--- src/rtl/triangle_fifo_if.sv ---
// triangle_fifo_if: handshake bundle between projection writer, rasteriser reader and triangle_fifo
interface triangle_fifo_if #(
  parameter int DEPTH = 16,
  parameter int CW    = 10
);
  logic                             clear;
  logic                             wr_en;
  logic [2:0][1:0][CW-1:0]          wr_data;
  logic                             full;
  logic                             fifo_r;
  logic [2:0][1:0][CW-1:0]          triangle_data;
  logic                             fifo_empty;
  logic [$clog2(DEPTH+1)-1:0]       count;
  logic                             overflow;
  logic                             underflow;
  modport master (
    output clear, wr_en, wr_data, fifo_r,
    input  full, triangle_data, fifo_empty, count, overflow, underflow
  );
  modport slave (
    input  clear, wr_en, wr_data, fifo_r,
    output full, triangle_data, fifo_empty, count, overflow, underflow
  );
endinterface

--- src/rtl/triangle_fifo.sv ---
// triangle_fifo: triangle buffer between projection and rasteriser with registered read data and sticky error flags
module triangle_fifo #(
  parameter int DEPTH = 16,
  parameter int CW    = 10
) (
  input logic           Clk,
  input logic           Reset,
  triangle_fifo_if.slave f
);
  localparam int AW = $clog2(DEPTH);
  localparam int NW = $clog2(DEPTH+1);
  logic [2:0][1:0][CW-1:0] mem [DEPTH];
  logic [2:0][1:0][CW-1:0] rd_q;
  logic [AW-1:0]           wr_ptr, rd_ptr;
  logic [NW-1:0]           cnt;
  logic                    ovf, unf, full, empty, wr_ok, rd_ok;
  assign full  = cnt == NW'(DEPTH);
  assign empty = cnt == '0;
  assign wr_ok = f.wr_en && !full;
  assign rd_ok = f.fifo_r && !empty;
  assign f.full          = full;
  assign f.fifo_empty    = empty;
  assign f.count         = cnt;
  assign f.triangle_data = rd_q;
  assign f.overflow      = ovf;
  assign f.underflow     = unf;
  // storage is not reset; writes are suppressed during reset and clear
  always_ff @(posedge Clk)
    if (!Reset && !f.clear && wr_ok) mem[wr_ptr] <= f.wr_data;
  // pointers, occupancy, read register and sticky flags
  always_ff @(posedge Clk) begin
    if (Reset) begin
      wr_ptr <= '0;
      rd_ptr <= '0;
      cnt    <= '0;
      rd_q   <= '0;
      ovf    <= 1'b0;
      unf    <= 1'b0;
    end else if (f.clear) begin
      wr_ptr <= '0;
      rd_ptr <= '0;
      cnt    <= '0;
      ovf    <= 1'b0;
      unf    <= 1'b0;
    end else begin
      if (wr_ok) wr_ptr <= wr_ptr + AW'(1);
      if (rd_ok) begin
        rd_q   <= mem[rd_ptr];
        rd_ptr <= rd_ptr + AW'(1);
      end
      if (f.wr_en && full) ovf <= 1'b1;
      if (f.fifo_r && empty) unf <= 1'b1;
      cnt <= cnt + NW'(wr_ok) - NW'(rd_ok);
    end
  end
endmodule

--- src/flat_wrapper.sv ---
// flat-port wrapper written by rule: the top's interface ports become plain ports
module triangle_fifo_flat 
#(
  parameter int DEPTH = 16,
  parameter int CW    = 10
)
  (Clk, Reset, f_clear, f_wr_en, f_wr_data, f_fifo_r, f_full, f_triangle_data, f_fifo_empty, f_count, f_overflow, f_underflow);
  triangle_fifo_if #(.DEPTH(DEPTH), .CW(CW)) f_i ();
  input logic Clk;
  input logic Reset;
  input wire logic [$bits(f_i.clear)-1:0] f_clear;
  input wire logic [$bits(f_i.wr_en)-1:0] f_wr_en;
  input wire logic [$bits(f_i.wr_data)-1:0] f_wr_data;
  input wire logic [$bits(f_i.fifo_r)-1:0] f_fifo_r;
  output wire logic [$bits(f_i.full)-1:0] f_full;
  output wire logic [$bits(f_i.triangle_data)-1:0] f_triangle_data;
  output wire logic [$bits(f_i.fifo_empty)-1:0] f_fifo_empty;
  output wire logic [$bits(f_i.count)-1:0] f_count;
  output wire logic [$bits(f_i.overflow)-1:0] f_overflow;
  output wire logic [$bits(f_i.underflow)-1:0] f_underflow;
  assign f_i.clear = f_clear;
  assign f_i.wr_en = f_wr_en;
  assign f_i.wr_data = f_wr_data;
  assign f_i.fifo_r = f_fifo_r;
  assign f_full = f_i.full;
  assign f_triangle_data = f_i.triangle_data;
  assign f_fifo_empty = f_i.fifo_empty;
  assign f_count = f_i.count;
  assign f_overflow = f_i.overflow;
  assign f_underflow = f_i.underflow;
  triangle_fifo #(.DEPTH(DEPTH), .CW(CW)) u_core (.Clk(Clk), .Reset(Reset), .f(f_i));
endmodule
--- config.mk ---
export PLATFORM = sky130hd
export DESIGN_NAME = triangle_fifo_flat
export DESIGN_NICKNAME = d
export VERILOG_FILES = /design/src/rtl/triangle_fifo_if.sv /design/src/rtl/triangle_fifo.sv /design/src/flat_wrapper.sv
export SDC_FILE = /design/constraint.sdc
export NUM_CORES = 1
export LEC_CHECK = 0
export CORE_AREA = 2 2 308 431
export DETAILED_ROUTE_END_ITERATION = 10
export DIE_AREA = 0 0 310 433
export GPL_ROUTABILITY_DRIVEN = 1
export PLACE_DENSITY = 0.54
export SLEW_MARGIN = 15
export SYNTH_ARGS = -nofsm -noshare
export SYNTH_HDL_FRONTEND = slang
export SYNTH_SLANG_ARGS = --single-unit
--- constraint.sdc ---
create_clock -name Clk -period 5.9 [get_ports Clk]
set_clock_uncertainty 0.15 [all_clocks]
set_input_delay 1.475 -clock Clk [delete_from_list [all_inputs] [get_ports Clk]]
set_output_delay 1.475 -clock Clk [all_outputs]
set_load 0.1 [all_outputs]
==> results.yml <==
critical_path:
  worstPathRequired_ns: 4.28
  critical_path_class: "flip-flop to primary output"
  endpoint_kind: "primary output"
  critPathArrivalTime_ns: 3.10
  crit_path_start_kind: "flip-flop"
  path_max_fanout: 6
floorplanning:
  die_x_um: 310
  ioPinCount: 134
  start_util_pct: 29.8
  die_h_um: 433
  die_area_mm2: 0.134
  num_rows: 157
  core_mm2: 0.130
layout:
  multiInputGateArea_mm2: 0.00812
  diodes: 0
  final_area_mm2: 0.0457
  postLayoutCoreUtil_pct: 35.0
  fillers: 12100
  syn_to_final_growth_pct: 17.7
  stdcell_count: 3726
  drive_above_1_share_pct: 23.3
  nets: 1971
  seqCellArea_mm2: 0.0303
clock_network:
  cts_tree: "built"
  path_clk_slew_ns: 0.06
  cts.sinks: 1035
  cts_setup_buffers: 0
  htree_num_levels: 3
  insertion_delay_ns: 0.67
  cts_hold_buf: 0
  cts_resized: 0
  numCtsBuffers: 96
  cts.path.max_buffers: 3
  ctsRootBufferMaster: "clkbuf_16"
routing:
  ant_nets: 0
  wl_per_cell_um: 24.4
  drtPass1Iterations: 5
  viasPerCell: 4.70
  num_vias: 17500
  drt_iter0_markers: 1217
  drc: 0
  routed_wirelength_um: 90800
timing:
  final_hold_viol_count: 0
  rsz0062_at_grt: "false"
  relSlewSlack_pct: 22.1
  worst_pin_slew_ns: 1.17
  fin_crit_sh_pct: 80.1
  fmaxAchievable_mhz: 212
  layout_setup_ws_ns: 1.18
  fin_setup_tns_ns: 0
  finalCriticalPeriod_ns: 4.72
  setup_viol: 0
  drv_slew: 0
synth:
  synth_seq_cells: 1035
  synth_ff_type: "edfxtp_1"
  postSynthCellCount: 1703
  ys_warn_count: 0
  synth_area_leaders: "edfxtp_1 74%, mux4_2 14%, dfxtp_1 3.9%"
  yosysTopAreaCellShare_pct: 74.2
  synth_top_cell_by_area: "edfxtp_1"
  ys_seq_area_share_pct: 78.1
  synthesis.area_mm2: 0.0388
  synth_edf_count: 960
  synthArstFlopShare_pct: 0
  synth_nets: 1780
  postSynthAreaPerCell_um2: 22.8
  synth.distinct_cells: 31
placement:
  place_area_mm2: 0.0425
  hpwl_um: 54200
  pre_cts_slack_ns: 1.38
  dpl.cell_count: 3545
  port_buffers: 133
  gp_congestion: 0.711
power_and_ir_drop:
  ir_worst_vdd_uv: 235
  power.density_mw_per_mm2: 371
  p_leak_nw: 14.0
global_routing:
  grt_remaining_overflow: 0
  grt_first_pass_wirelength_um: 133000
  grt_pass1_vias: 19100
  antenna_found_initial: 5
  grtUsageTotal_pct: 13.6
  grt_max_degree: 72
flow_run:
  cap_violations: 0
worst_hold_path:
  hold_class: "flip-flop to flip-flop"
run_status:
  status: "complete, no violations"
-- per-layer routing --
| metal | part of all wire, % | GRT usage [%] | vias up |
|---|---|---|---|
| met5 | 0.014 | 0 | - |
| met4 | 2.9 | 4.53 | 2 |
| met3 | 4.2 | 2.37 | 135 |
| met2 | 52 | 23.9 | 381 |
| met1 | 41 | 17.0 | 9450 |
| li1 | - | - | 7534 |
-- layout make-up --
type,count,share of cell area (%)
inverters,11,0.0903
well taps,1749,4.79
clock inverters,47,1.24
clock buffers,134,5.86
flip-flops and latches,1035,66.4
multi-input cells,566,17.8
repair buffers,184,3.89
-- cells in the mapped netlist, types with 2 or more instances --
cell      number
mux2i_1      122
a21oi_1        5
nand2_1        5
inv_1         11
clkbuf_1      36
ha_1          11
buf_2         20
xor2_1         5
o22ai_1       60
or3_1          2
buf_4         13
buf_6          7
edfxtp_1     960
a21o_1        61
dfxtp_1       75
nor2_1        32
xnor2_1        4
mux4_2       240
and3_1         2
buf_1         15
nand3_1        5
and2_1         3
-- critical path, stage by stage, from the launching register on --
cell and delay, ns:
dfxtp_1 0.33, inv_1 0.09, ha_1 0.16, or4b_1 0.57
inv_1 0.13, clkdlybuf4s50_1 1.14
-- final timing paths --
kind,startpoint,to,slack (ns),cells past startpoint
setup reg to reg,u_core.f.count[3]$_SDFF_PP0_,u_core.f.count[4]$_SDFF_PP0_,2.57,12
hold / removal,u_core.f.triangle_data[47]$_SDFFE_PP0P_,u_core.f.triangle_data[47]$_SDFFE_PP0P_,0.30,1
hold reg to reg,u_core.f.triangle_data[47]$_SDFFE_PP0P_,u_core.f.triangle_data[47]$_SDFFE_PP0P_,0.30,1
setup / recovery,u_core.f.count[3]$_SDFF_PP0_,f_fifo_empty,1.18,5
-- stage by stage --
| stage | total power, mW | hold WS [ns] |
|---|---|---|
| 2_1_floorplan | 10.1 | 0.356 |
| 3_3_place_gp | 10.8 | 0.285 |
| 3_5_place_dp | 10.8 | 0.290 |
| 4_1_cts | 17.2 | 0.305 |
| 5_1_grt | 17.5 | 0.324 |
| 6_report | 17.0 | 0.301 |
-- report_power, final --
part           switching, mW  internal (mW)
combinational           1.53          0.830
sequential             0.112           8.14
clock                   2.69           3.67
total                   4.33           12.6
-- logic make-up (layout without fill, tap and decap cells) --
group	after synthesis	in the layout	share of synthesized area (%)
fa+ha+maj	12	12	0.406
simple gates	55	55	0.667
compound gates	128	128	2.26
mux	362	362	17.1
flops	1035	1035	78.1
buf+inv	102	376	1.31
xor+xnor	9	9	0.203
-- placed cells by master (no fill, tap or decap), types with 5 or more instances in the layout --
master,synthesis,final
edfxtp_1,960,960
mux4_2,240,240
clkdlybuf4s50_1,0,129
mux2i_1,122,122
clkbuf_16,0,98
dfxtp_1,75,72
a21o_1,61,61
o22ai_1,60,60
buf_4,13,49
clkbuf_1,36,27
nor2_1,32,16
nor2_4,0,16
clkinv_2,0,14
inv_1,11,11
ha_1,11,11
bufinv_16,0,11
clkinv_1,0,11
clkbuf_8,0,9
buf_12,0,6
a21oi_1,5,5
nand3_1,5,5
xor2_1,5,5
nand2_1,5,5
-- state kept, by name (all words and copies together) (netlist names) --
register	count
u_core.f.underflow	1
u_core.wr_ptr	4
u_core.f.count	5
u_core.rd_ptr	4
u_core.f.triangle_data	60
u_core.mem	960
u_core.f.overflow	1
No activity file was read; power rests on OpenSTA's default activity.
